===== src/rtl/key_filter_array.sv =====
// Multi-channel key debouncer: per-channel synchroniser, four-state debounce FSM,
// and registered press / release / long-press / auto-repeat pulses plus debounced level.
module key_filter_array #(
  parameter int unsigned KEY_W     = 4,
  parameter int unsigned DB_MAX    = 1_000_000,
  parameter int unsigned LONG_MAX  = 50_000_000,
  parameter int unsigned REP_MAX   = 10_000_000,
  parameter int unsigned REPEAT_EN = 1,
  parameter int unsigned CNT_W     = 26
) (
  input  logic             sys_clk,
  input  logic             sys_rst_n,
  input  logic [KEY_W-1:0] key_in,
  output logic [KEY_W-1:0] key_press,
  output logic [KEY_W-1:0] key_release,
  output logic [KEY_W-1:0] key_long,
  output logic [KEY_W-1:0] key_repeat,
  output logic [KEY_W-1:0] key_level
);

  typedef enum logic [3:0] {
    IDLE = 4'b0001,
    DOWN = 4'b0010,
    HOLD = 4'b0100,
    UP   = 4'b1000
  } state_t;

  localparam logic [CNT_W-1:0] DB_TC   = CNT_W'(DB_MAX - 1);
  localparam logic [CNT_W-1:0] LONG_TC = CNT_W'(LONG_MAX - 1);
  localparam logic [CNT_W-1:0] REP_TC  = CNT_W'(REP_MAX - 1);
  localparam logic [CNT_W-1:0] CNT_ONE = CNT_W'(1);

  for (genvar i = 0; i < KEY_W; i++) begin : g_ch
    logic [2:0]       key_r;
    state_t           state, state_nxt;
    logic [CNT_W-1:0] db_cnt, db_cnt_nxt;
    logic [CNT_W-1:0] hold_cnt, hold_cnt_nxt;
    logic [CNT_W-1:0] rep_cnt, rep_cnt_nxt;
    logic             long_done, long_done_nxt;
    logic             press_c, release_c, long_c, repeat_c, level_c;
    logic             press_q, release_q, long_q, repeat_q, level_q;
    logic             level, prev, fall, rise, db_tc;

    assign level = key_r[1];
    assign prev  = key_r[2];
    assign fall  = prev & ~level;
    assign rise  = ~prev & level;
    assign db_tc = (db_cnt == DB_TC);

    // Terminal count is tested ahead of the edges so it wins a same-cycle tie.
    always_comb begin
      state_nxt = state;
      press_c   = 1'b0;
      release_c = 1'b0;
      case (state)
        IDLE: if (fall) state_nxt = DOWN;
        DOWN: begin
          if (db_tc) begin
            state_nxt = HOLD;
            press_c   = 1'b1;
          end else if (rise) begin
            state_nxt = IDLE;
          end
        end
        HOLD: if (rise) state_nxt = UP;
        UP: begin
          if (db_tc) begin
            state_nxt = IDLE;
            release_c = 1'b1;
          end else if (fall) begin
            state_nxt = HOLD;
          end
        end
        default: state_nxt = IDLE;
      endcase
    end

    // Debounce, long-press and repeat counters.
    always_comb begin
      db_cnt_nxt    = '0;
      hold_cnt_nxt  = hold_cnt;
      rep_cnt_nxt   = rep_cnt;
      long_done_nxt = long_done;
      long_c        = 1'b0;
      repeat_c      = 1'b0;
      level_c       = (state_nxt == HOLD) || (state_nxt == UP);

      if (((state == DOWN) || (state == UP)) && (state_nxt == state))
        db_cnt_nxt = db_cnt + CNT_ONE;

      if ((state == IDLE) || (state == DOWN)) begin
        hold_cnt_nxt = '0;
      end else if (state == HOLD) begin
        if (hold_cnt == LONG_TC) begin
          if (!long_done) begin
            long_c        = 1'b1;
            long_done_nxt = 1'b1;
          end
        end else begin
          hold_cnt_nxt = hold_cnt + CNT_ONE;
        end
      end

      if (REPEAT_EN != 0) begin
        if ((state == IDLE) || (state_nxt == IDLE)) begin
          rep_cnt_nxt = '0;
        end else if ((state == HOLD) && long_done) begin
          if (rep_cnt == REP_TC) begin
            repeat_c    = 1'b1;
            rep_cnt_nxt = '0;
          end else begin
            rep_cnt_nxt = rep_cnt + CNT_ONE;
          end
        end
      end

      if (state_nxt == IDLE)
        long_done_nxt = 1'b0;
    end

    always_ff @(posedge sys_clk) begin
      if (!sys_rst_n) begin
        key_r     <= 3'b111;
        state     <= IDLE;
        db_cnt    <= '0;
        hold_cnt  <= '0;
        rep_cnt   <= '0;
        long_done <= 1'b0;
        press_q   <= 1'b0;
        release_q <= 1'b0;
        long_q    <= 1'b0;
        repeat_q  <= 1'b0;
        level_q   <= 1'b0;
      end else begin
        key_r     <= {key_r[1:0], key_in[i]};
        state     <= state_nxt;
        db_cnt    <= db_cnt_nxt;
        hold_cnt  <= hold_cnt_nxt;
        rep_cnt   <= rep_cnt_nxt;
        long_done <= long_done_nxt;
        press_q   <= press_c;
        release_q <= release_c;
        long_q    <= long_c;
        repeat_q  <= repeat_c;
        level_q   <= level_c;
      end
    end

    assign key_press[i]   = press_q;
    assign key_release[i] = release_q;
    assign key_long[i]    = long_q;
    assign key_repeat[i]  = repeat_q;
    assign key_level[i]   = level_q;
  end

endmodule


===== config.mk =====
export PLATFORM = sky130hd
export DESIGN_NAME = key_filter_array
export DESIGN_NICKNAME = d
export VERILOG_FILES = /design/src/rtl/key_filter_array.sv
export SDC_FILE = /design/constraint.sdc
export NUM_CORES = 1
export LEC_CHECK = 0
export BUFFER_PORTS_ARGS = -buffer_cell sky130_fd_sc_hd__buf_2
export CAP_MARGIN = 25
export CORE_MARGIN = 1
export CORE_UTILIZATION = 59
export DETAILED_ROUTE_END_ITERATION = 7
export PLACE_DENSITY_LB_ADDON = 0.25
export SLEW_MARGIN = 10
export SYNTH_ARGS = -nofsm -noshare
export SYNTH_HDL_FRONTEND = slang
export SYNTH_SLANG_ARGS = --single-unit
export TNS_END_PERCENT = 1

===== constraint.sdc =====
create_clock -name sys_clk -period 2.9 [get_ports sys_clk]
set_input_delay 0.58 -clock sys_clk [delete_from_list [all_inputs] [get_ports sys_clk]]
set_output_delay 0.58 -clock sys_clk [all_outputs]
set_load 0.03 [all_outputs]

==> results of run 1 <==
## metal layers
layer,up-vias,wire [µm]
li1,7390,-
met1,6964,16500
met2,244,16900
met3,56,1210
met4,0,637
met5,-,0
## layout make-up
| cell class | count | area [µm²] |
|---|---|---|
| sequential | 364 | 7290 |
| clock inverter | 11 | 185 |
| clock buffer | 52 | 1130 |
| timing repair buffer | 64 | 430 |
| tap | 384 | 480 |
| inverter | 54 | 203 |
| fill | 2291 | 9730 |
| multi-input combinational | 1543 | 9500 |
## kinds of logic after synthesis
| logic type | after synthesis |
|---|---|
| buffers and inverters | 162 |
| DFF | 364 |
| adders and majority gates | 12 |
| AOI/OAI and AO/OA | 194 |
| and+or+nand+nor | 1104 |
| xor gates and xnor gates | 228 |
| muxes | 5 |
## sequential cells by signal, summed over array words and instances, names as in the netlist
signal and count:
g_ch.level_q 4, g_ch.press_q 4, g_ch.long_done 4, g_ch.rep_cnt 104
g_ch.hold_cnt 104, g_ch.state 16, g_ch.release_q 4, g_ch.long_q 4
g_ch.repeat_q 4, g_ch.key_r 12, g_ch.db_cnt 104
## report_power, final
part	leakage, µW	switching (µW)	internal (µW)	total (µW)
clock	0.000641	1950	3150	5100
combinational	0.00228	67.0	33.9	101
sequential	0.00293	15.2	5010	5030
total	0.00586	2030	8200	10200
## layout by cell type, fill, tap and decap left out, types with 15 or more instances in the layout
cell	synthesis	final
sky130_fd_sc_hd__dfxtp_1	364	364
sky130_fd_sc_hd__nor2_1	248	248
sky130_fd_sc_hd__nand2_1	154	154
sky130_fd_sc_hd__nor3_1	137	136
sky130_fd_sc_hd__xnor2_1	125	125
sky130_fd_sc_hd__nand3_1	120	120
sky130_fd_sc_hd__xor2_1	103	103
sky130_fd_sc_hd__nand4_1	92	92
sky130_fd_sc_hd__a21oi_1	63	63
sky130_fd_sc_hd__nor4_1	59	59
sky130_fd_sc_hd__and3_1	57	57
sky130_fd_sc_hd__inv_1	53	53
sky130_fd_sc_hd__o21ai_0	51	51
sky130_fd_sc_hd__clkbuf_16	0	41
sky130_fd_sc_hd__or3_1	40	40
sky130_fd_sc_hd__buf_4	20	38
sky130_fd_sc_hd__or4_1	36	36
sky130_fd_sc_hd__and4_1	33	33
sky130_fd_sc_hd__buf_2	25	25
sky130_fd_sc_hd__nand2b_1	22	22
sky130_fd_sc_hd__nor4b_1	19	19
sky130_fd_sc_hd__o31ai_1	15	15
## final timing paths
path	startpoint	to	slack [ns]
worst max-delay path	g_ch[0].db_cnt[11]	g_ch[0].rep_cnt[8]	0.36
worst min-delay path	key_in[3]	g_ch[3].key_r[0]	0.23
worst max register to register	g_ch[0].db_cnt[11]	g_ch[0].rep_cnt[8]	0.36
worst min register to register	g_ch[0].key_r[0]	g_ch[0].key_r[1]	0.39
## timing repair
item / CTS / global route
setup endpoints to repair: 0 / 15
resized for setup: 0 / 1
hold endpoints to repair: 0 / 0
## per-stage QoR
stage	instances	area, µm²	setup WS [ns]	power, µW
after floorplan	2069	17500	0.580	5210
after global placement	2408	17900	0.350	5240
after detailed placement	2408	17900	0.251	5240
after CTS	2471	19200	0.224	10300
after global routing	2472	19200	0.227	10500
final	2472	19200	0.364	10200
==> metrics.log, run 1 <==
INFO  metric vias_per_cell = between 5 and 6
INFO  metric tritoncts = built
INFO  metric path_class = flip-flop to flip-flop
INFO  metric syn_area = 17500 µm²
INFO  metric via_count = 14700
INFO  metric ios = 26
INFO  metric worst-path-stages = 5
INFO  metric grt_antenna_before_repair = 0
INFO  metric clk_pin_slew = about 0.06 ns
INFO  metric proportion_of_register_bits_with_asynchronous_set_or_reset_after_synthesis = 0%
INFO  metric grt_max_degree = 37
INFO  metric timing.critical_path.max_delay_family = simple AND/OR/NAND/NOR gates
INFO  metric initial_utilization = roughly three fifths
INFO  metric drt_pass_1_iters = 5
INFO  metric cp-start-kind = flip-flop
INFO  metric synthSimpleGateAreaFrac = roughly 35%
INFO  metric rsz0062_at_grt = false
INFO  metric synthXorXnorAreaFrac = between 10 and 15%
INFO  metric worst_hold_path_type = primary input to flip-flop
INFO  metric die_area = 30300 µm²
INFO  metric max-cap-violations = 0
INFO  metric post_synth_fa_ha_maj_area_fraction = less than 1%
INFO  metric cts-root-buf = sky130_fd_sc_hd__clkbuf_16
INFO  metric critical_path.max_stage_delay = 0.55 ns
INFO  metric met1_global_route_usage = ~30%
INFO  metric drtIter0Drc = 933
INFO  metric max-vdd-ir-drop = 0.000440 V
INFO  metric headroom_to_the_max_slew_limit = 43.0%
INFO  metric global_route.overflow_total = 0
INFO  metric worst_skew_pair.late_latency = ~0.53 ns
INFO  metric postCtsSetupBuffers = 0
INFO  metric timing.critical_path.slowest_stage_cell = sky130_fd_sc_hd__or4_1
INFO  metric leading_post_synthesis_cells_by_cell_area = sky130_fd_sc_hd__dfxtp_1 42%, sky130_fd_sc_hd__xnor2_1 6.3%, sky130_fd_sc_hd__nor2_1 5.3%, sky130_fd_sc_hd__xor2_1 5.2%, sky130_fd_sc_hd__nor3_1 3.9%
INFO  metric cp_data_required_time = about 3.3 ns
INFO  metric worst-path-buf-inv = 0
INFO  metric syn_inst = approximately 2100
INFO  metric htree_num_levels = 2
INFO  metric timing.final.crit_period = around 2.5 ns
INFO  metric placement.io_buffers = 25
INFO  metric worst_reg_to_reg_path_cell_count = 5
INFO  metric ys_seq_area_share = 41.7%
INFO  metric ctsHoldBuffers = 0
INFO  metric synth-edff-count = 0
INFO  metric finalSetupTns = 0 ns
INFO  metric globalRouteMet2Util = roughly two fifths
INFO  metric post_route_cells_drive_above_1_share = between 8 and 9%
INFO  metric result_of_the_run = complete, no violations
INFO  metric final-max-slew-violation-count = 0
INFO  metric avgSynthCellArea = about 8.5 µm²
INFO  metric fmaxAchievable = just under 0.4 GHz
INFO  metric antenna_violating_nets_post_route = 0
INFO  metric cts-buffers-inserted = 39
INFO  metric synth_compound_area_share = about 7%
INFO  metric design.final.nets = between 2000 and 2500
INFO  metric synthesis.nets = roughly 2100
INFO  metric final.setup_skew = 0.0166 ns
INFO  metric drt-total-wl = 35.2 mm
INFO  metric fp.coreArea = just under 30000 µm²
INFO  metric power.density = approximately 530 nW/µm²
INFO  metric first_global_vias = between 10000 and 15000
INFO  metric postSynthRegisterBits = 364
INFO  metric place.detailed.hpwl = approximately 23 mm
INFO  metric static-leakage-power = 0.00586 µW
INFO  metric top_area_cell_type_share_of_the_netlist_area = roughly two fifths
INFO  metric global_route.usage.total = between 20% and 30%
INFO  metric yosys-mux-area-fraction = less than 1%
INFO  metric cp.arrival = between 2 and 3 ns
INFO  metric finalHoldWorstSlack = 0.233 ns
INFO  metric finalSetupViolCount = 0
INFO  metric crit_path_max_fanout = 27
INFO  metric detail_route.drc_violations = 0
INFO  metric cp-end-kind = flip-flop
INFO  metric grt_first_pass_wirelength = about 62 mm
INFO  metric fp.dieH = roughly 170 µm
INFO  metric gp_congestion = approximately 0.86
INFO  metric yosysUniqueCellTypes = a little under 80
INFO  metric synth-warning-count = 0
INFO  metric rows = 62
INFO  metric chipWidth = around 170 µm
INFO  metric hold_depth = 2
INFO  metric grt_util_met3 = under 10%
INFO  metric antenna_cells_inserted = 0
INFO  metric ys.flop_type = sky130_fd_sc_hd__dfxtp_1
INFO  metric max_slew.worst_pin.slew = about 0.85 ns
INFO  metric routed_wire_length_per_instance = 14.3 µm
INFO  metric final_hold_violations = 0
INFO  metric yosysTopAreaCell = sky130_fd_sc_hd__dfxtp_1
INFO  metric timing.critical_path.cells = or4_1, or4_4, o31ai_4, nand4_4, a31oi_1
INFO  metric clkSinkCount = 364
INFO  metric fin_util = ~66%
INFO  metric area_delta_synth_final = 9.82%
INFO  metric combinational_family_with_the_most_area_after_synthesis = simple AND/OR/NAND/NOR gates
INFO  metric synth_most_common_cell = sky130_fd_sc_hd__dfxtp_1
INFO  metric netlist_top_cells_count = 364 x sky130_fd_sc_hd__dfxtp_1, 248 x sky130_fd_sc_hd__nor2_1, 154 x sky130_fd_sc_hd__nand2_1, 137 x sky130_fd_sc_hd__nor3_1, 125 x sky130_fd_sc_hd__xnor2_1
INFO  metric max-clock-path-buffers = 3
INFO  metric gr-max-usage-layer = met2
INFO  metric post-route-period-util = 87.4%
Note: power is estimated with default switching activity, not from simulation.
==> run 2, diff against run 1 <==
--- a/config.mk
+++ b/config.mk
@@ -8,9 +8,9 @@
 export BUFFER_PORTS_ARGS = -buffer_cell sky130_fd_sc_hd__buf_2
 export CAP_MARGIN = 25
 export CORE_MARGIN = 1
-export CORE_UTILIZATION = 59
+export CORE_UTILIZATION = 63
 export DETAILED_ROUTE_END_ITERATION = 7
-export PLACE_DENSITY_LB_ADDON = 0.25
+export PLACE_DENSITY_LB_ADDON = 0.3
 export SLEW_MARGIN = 10
 export SYNTH_ARGS = -nofsm -noshare
 export SYNTH_HDL_FRONTEND = slang
==> metrics.log, run 2 (synthesis gave the netlist of run 1 again) <==
INFO  metric gp_congestion = around 0.85
INFO  metric rows = 60
INFO  metric finalSetupTns = 0 ns
INFO  metric fp.coreArea = 27100 µm²
INFO  metric cp-end-kind = flip-flop
INFO  metric startpoint = g_ch[2].db_cnt[0]
INFO  metric cts-buffers-inserted = 39
INFO  metric ios = 26
INFO  metric drt_pass_1_iters = 6
INFO  metric top_regs = g_ch.db_cnt x104, g_ch.hold_cnt x104, g_ch.rep_cnt x104
INFO  metric stdcell_area = between 15000 and 20000 µm²
INFO  metric ctsHoldBuffers = 0
INFO  metric hold_depth = 2
INFO  metric static-leakage-power = around 0.0059 µW
INFO  metric area_delta_synth_final = 9.36%
INFO  metric clkSinkCount = between 300 and 400
INFO  metric global_route.usage.total = about a quarter
INFO  metric fp.dieH = between 150 and 200 µm
INFO  metric final-max-slew-violation-count = 0
INFO  metric post-route-period-util = between 90% and 100%
INFO  metric via_count = between 10000 and 15000
INFO  metric cp-start-kind = flip-flop
INFO  metric timing.critical_path.slowest_stage_cell = sky130_fd_sc_hd__nand4_2
INFO  metric worst_hold_path_type = primary input to flip-flop
INFO  metric placement.io_buffers = 25
INFO  metric place.detailed.hpwl = 24.1 mm
INFO  metric r2r_startpoint = g_ch[2].db_cnt[0]
INFO  metric grt_first_pass_wirelength = around 63 mm
INFO  metric drt-total-wl = 36.5 mm
INFO  metric cp.arrival = 3.17 ns
INFO  metric tritoncts = built
INFO  metric layout_commonest_cell = sky130_fd_sc_hd__dfxtp_1
INFO  metric final.setup_skew = around 0.014 ns
INFO  metric max-vdd-ir-drop = about 0.00041 V
INFO  metric detail_route.drc_violations = 0
INFO  metric max-clock-path-buffers = 3
INFO  metric worst_skew_pair.late_latency = between 0.5 and 0.6 ns
INFO  metric htree_num_levels = 2
INFO  metric design.final.nets = ~2100
INFO  metric worst_hold_startpoint = key_in[1]
INFO  metric path_class = flip-flop to flip-flop
INFO  metric antenna_cells_inserted = 0
INFO  metric post_cts.resized_instances = 0
INFO  metric most-common-layout-cells = 364 x sky130_fd_sc_hd__dfxtp_1, 248 x sky130_fd_sc_hd__nor2_1, 154 x sky130_fd_sc_hd__nand2_1, 136 x sky130_fd_sc_hd__nor3_1, 125 x sky130_fd_sc_hd__xnor2_1
INFO  metric rsz0062_at_grt = false
INFO  metric initial_utilization = roughly 65%
INFO  metric cp_data_required_time = about 3.3 ns
INFO  metric critical_path.max_stage_delay = around 0.64 ns
INFO  metric finalHoldWorstSlack = between 0.2 and 0.25 ns
INFO  metric timing.critical_path.cells = ha_1, nand2_1, or4_1, o21ai_1, nand4_2, nor3_1
INFO  metric crit_path_max_fanout = 27
INFO  metric post_route_cells_drive_above_1_share = between 8 and 9%
INFO  metric grt_antenna_before_repair = 0
INFO  metric drtIter0Drc = 1101
INFO  metric clk_pin_slew = about 0.060 ns
INFO  metric die_area = roughly 28000 µm²
INFO  metric headroom_to_the_max_slew_limit = between 40% and 50%
INFO  metric routed_wire_length_per_instance = 14.8 µm
INFO  metric chipWidth = ~170 µm
INFO  metric antenna_violating_nets_post_route = 0
INFO  metric grt_max_degree = 29
INFO  metric max-cap-violations = 0
INFO  metric fmaxAchievable = between 0.3 and 0.4 GHz
INFO  metric hold_end = g_ch[1].key_r[0]
INFO  metric postCtsSetupBuffers = 0
INFO  metric cts-root-buf = sky130_fd_sc_hd__clkbuf_16
INFO  metric power.density = roughly 520 nW/µm²
INFO  metric result_of_the_run = complete, no violations
INFO  metric final_hold_violations = 0
INFO  metric dpl_cell_area = around 18000 µm²
INFO  metric reg2reg_capture_point = g_ch[2].rep_cnt[21]
INFO  metric max_slew.worst_pin.slew = about 0.86 ns
INFO  metric first_global_vias = 13700
INFO  metric power = approximately 10000 µW
INFO  metric worst-r2r-setup-slack = about 0.14 ns
INFO  metric vias_per_cell = 5.97
INFO  metric global_route.overflow_total = 0
INFO  metric worst_reg_to_reg_path_cell_count = 6
INFO  metric timing.final.crit_period = 2.76 ns
INFO  metric finalSetupViolCount = 0
## run 2: cell count changes in the layout (fill, tap and decap cells not counted)
cell                         before  now
sky130_fd_sc_hd__bufinv_16        5    2
sky130_fd_sc_hd__nand4_2          0    1
sky130_fd_sc_hd__nand4_4          2    1
sky130_fd_sc_hd__buf_4           38   39
sky130_fd_sc_hd__clkbuf_1         5   11
sky130_fd_sc_hd__clkinvlp_4       2    0
sky130_fd_sc_hd__buf_12           1    0
sky130_fd_sc_hd__clkinv_2         4    6
sky130_fd_sc_hd__clkbuf_8         6    8
## run 2: area by class of cell
type	count	area, µm²
fillers	2079	7970
multi-input cells	1543	9490
clock buffers	60	1180
flip-flops and latches	364	7290
clock inverters	8	90.1
repair buffers	64	418
inverters	54	203
well taps	372	465
## run 2: per-stage QoR
stage	worst slack (ns)	std cells	utilization [%]
final	0.139	2465	70.6
after global routing	0.0291	2465	70.6
after CTS	0.138	2464	70.6
after detailed placement	0.185	2396	65.9
after global placement	0.325	2396	65.9
after floorplan	0.580	2069	-
## run 2: how the worst max path moves through the flow
stage                                     end  slack (ns)  cells past startpoint
final                     g_ch[2].rep_cnt[21]        0.14                      6
after global routing      g_ch[2].rep_cnt[12]        0.03                      6
after global placement     g_ch[2].rep_cnt[3]        0.32                      5
after floorplan           g_ch[0].rep_cnt[14]        0.58                      6
after CTS                 g_ch[2].rep_cnt[21]        0.14                      6
after detailed placement  g_ch[2].rep_cnt[24]        0.19                      6
## run 2: power by group
group          total, µW  leakage, µW  internal, µW  switching (µW)
Combinational        105      0.00230          33.4            72.1
Clock               4900     0.000627          2960            1940
Sequential          5030      0.00293          5010            15.2
Total              10000      0.00586          8010            2020
## run 2: critical path: cells and delay by family (launching register included)
kind            cells  cell delay [ns]
compound gates      1             0.28
flops               1             0.38
fa+ha+maj           1             0.24
simple gates        4             1.75
## run 2: per-layer routing
layer  routed length (µm)  up-vias  part of all wire (%)  GRT usage (%)
met5                    0        -                     0              0
met4                  539        0                   1.5           7.04
met3                 1260       56                   3.4           3.04
met2                17800      254                    49           44.8
met1                16900     6993                    46           33.2
li1                     -     7407                     -              -
==> run 3, diff against run 2 <==
--- a/config.mk
+++ b/config.mk
@@ -7,7 +7,7 @@
 export LEC_CHECK = 0
 export BUFFER_PORTS_ARGS = -buffer_cell sky130_fd_sc_hd__buf_2
 export CAP_MARGIN = 25
-export CORE_MARGIN = 1
+export CORE_MARGIN = 2
 export CORE_UTILIZATION = 63
 export DETAILED_ROUTE_END_ITERATION = 7
 export PLACE_DENSITY_LB_ADDON = 0.3
==> metrics.log, run 3 (synthesis gave the netlist of run 1 again) <==
INFO  metric design.final.nets = between 2000 and 2500
INFO  metric post_route_cells_drive_above_1_share = between 8 and 9%
INFO  metric static-leakage-power = between 0.005 and 0.006 µW
INFO  metric drt_pass_1_iters = 5
INFO  metric global_route.overflow_total = 0
INFO  metric ios = 26
INFO  metric drt-total-wl = 35.9 mm
INFO  metric first_global_vias = 13600
INFO  metric headroom_to_the_max_slew_limit = approximately 39%
INFO  metric max-vdd-ir-drop = approximately 0.00047 V
INFO  metric r2r_startpoint = g_ch[0].db_cnt[11]
INFO  metric max-cap-violations = 0
INFO  metric cts-buffers-inserted = 39
INFO  metric post-route-period-util = 86.2%
INFO  metric die_area = between 20000 and 30000 µm²
INFO  metric fp.dieH = between 150 and 200 µm
INFO  metric crit_path_max_fanout = 27
INFO  metric worst_reg_to_reg_path_cell_count = 5
INFO  metric rsz0062_at_grt = false
INFO  metric gp_congestion = ~0.84
INFO  metric reg2reg_capture_point = g_ch[0].rep_cnt[12]
INFO  metric via_count = between 10000 and 15000
INFO  metric cp-end-kind = flip-flop
INFO  metric grt_antenna_before_repair = 0
INFO  metric cts-root-buf = sky130_fd_sc_hd__clkbuf_16
INFO  metric area_delta_synth_final = 9.53%
INFO  metric hold_end = g_ch[3].key_r[0]
INFO  metric global_route.usage.total = about a quarter
INFO  metric clk_pin_slew = about 0.060 ns
INFO  metric htree_num_levels = 2
INFO  metric crit_top_cell = sky130_fd_sc_hd__or4_4
INFO  metric routed_wire_length_per_instance = around 15 µm
INFO  metric power = between 10000 and 15000 µW
INFO  metric finalSetupViolCount = 0
INFO  metric chipWidth = 171 µm
INFO  metric placement.setup.worst_slack = ~0.28 ns
INFO  metric rows = 60
INFO  metric postCtsSetupBuffers = 0
INFO  metric timing.final.ws_setup = ~0.4 ns
INFO  metric timing.final.crit_period = approximately 2.5 ns
INFO  metric clkSinkCount = ~360
INFO  metric path_class = flip-flop to flip-flop
INFO  metric critical_path.max_stage_delay = 0.58 ns
INFO  metric worst_hold_startpoint = key_in[3]
INFO  metric most-common-layout-cells = 364 x sky130_fd_sc_hd__dfxtp_1, 248 x sky130_fd_sc_hd__nor2_1, 154 x sky130_fd_sc_hd__nand2_1, 136 x sky130_fd_sc_hd__nor3_1, 125 x sky130_fd_sc_hd__xnor2_1
INFO  metric cp_data_required_time = between 3 and 4 ns
INFO  metric result_of_the_run = complete, no violations
INFO  metric drtIter0Drc = between 900 and 1000
INFO  metric finalSetupTns = 0 ns
INFO  metric placement.io_buffers = 25
INFO  metric timing.critical_path.cells = or4_1, or4_4, or4_4, nand4_4, nor3_1
INFO  metric max-clock-path-buffers = 3
INFO  metric antenna_cells_inserted = 0
INFO  metric tritoncts = built
INFO  metric top_regs = g_ch.db_cnt x104, g_ch.hold_cnt x104, g_ch.rep_cnt x104
INFO  metric final-max-slew-violation-count = 0
INFO  metric layout_commonest_cell = sky130_fd_sc_hd__dfxtp_1
INFO  metric detail_route.drc_violations = 0
INFO  metric post_cts.resized_instances = 0
INFO  metric final.setup_skew = ~0.024 ns
INFO  metric max_slew.worst_pin.slew = around 0.90 ns
INFO  metric worst_skew_pair.late_latency = roughly 0.54 ns
INFO  metric cp.arrival = 2.89 ns
INFO  metric ctsHoldBuffers = 0
INFO  metric hold_depth = 2
INFO  metric grt_max_degree = 33
INFO  metric worst_hold_path_type = primary input to flip-flop
INFO  metric fmaxAchievable = ~0.4 GHz
INFO  metric place.detailed.hpwl = ~24 mm
INFO  metric vias_per_cell = around 6
INFO  metric final_hold_violations = 0
INFO  metric initial_utilization = around 65%
INFO  metric antenna_violating_nets_post_route = 0
INFO  metric grt_first_pass_wirelength = 62.3 mm
INFO  metric power.density = 525 nW/µm²
INFO  metric cp-start-kind = flip-flop
INFO  metric fp.coreArea = around 27000 µm²
INFO  metric timing.critical_path.slowest_stage_cell = sky130_fd_sc_hd__or4_1
INFO  metric worst-r2r-setup-slack = 0.40 ns
run 3: layer usage:
layer | vias to the layer above | GRT usage [%] | wire [µm]
met4 | 0 | 6.54 | 635
met2 | 361 | 41.9 | 17000
met3 | 56 | 3.26 | 1580
met5 | - | 0 | 0
met1 | 6917 | 33.1 | 16700
li1 | 7397 | - | -
run 3: per-stage QoR:
| stage | cells | area (µm²) | hold WS [ns] | utilization [%] |
|---|---|---|---|---|
| after global routing | 2464 | 19200 | 0.240 | 70.7 |
| after floorplan | 2069 | 17500 | 0.386 | - |
| after detailed placement | 2395 | 17900 | 0.399 | 65.9 |
| final | 2464 | 19200 | 0.232 | 70.7 |
| after CTS | 2463 | 19100 | 0.229 | 70.6 |
| after global placement | 2395 | 17900 | 0.390 | 65.9 |
run 3: layout make-up:
type / instances / area, µm²
clock buffer: 56 / 1160
timing repair buffer: 63 / 423
inverter: 54 / 203
multi-input combinational: 1543 / 9500
fill: 2032 / 7940
tap: 372 / 465
clock inverter: 12 / 121
sequential: 364 / 7290
run 3: how the worst max path moves through the flow:
stage	startpoint	end	slack [ns]	depth (start not counted)
6_report	g_ch[0].db_cnt[11]	g_ch[0].rep_cnt[12]	0.40	5
5_1_grt	g_ch[2].db_cnt[0]	g_ch[2].rep_cnt[12]	0.17	6
3_5_place_dp	g_ch[2].db_cnt[0]	g_ch[2].rep_cnt[14]	0.28	6
3_3_place_gp	g_ch[2].db_cnt[21]	g_ch[2].rep_cnt[23]	0.38	5
2_1_floorplan	g_ch[0].db_cnt[11]	g_ch[0].rep_cnt[14]	0.58	6
4_1_cts	g_ch[2].db_cnt[0]	g_ch[2].rep_cnt[10]	0.19	6
run 3: worst max-delay path, delay by kind of cell, from the launching register on:
kind / cells / cell delay [ns]
AND/OR/NAND/NOR: 5 / 2.02
flip-flops: 1 / 0.34
run 3: power breakdown:
group          total [µW]  switching, µW  leakage, µW  internal [µW]
logic                 103           68.3      0.00228           35.2
registers            5030           15.3      0.00293           5010
clock network        4940           1980     0.000627           2960
total               10100           2060      0.00584           8010
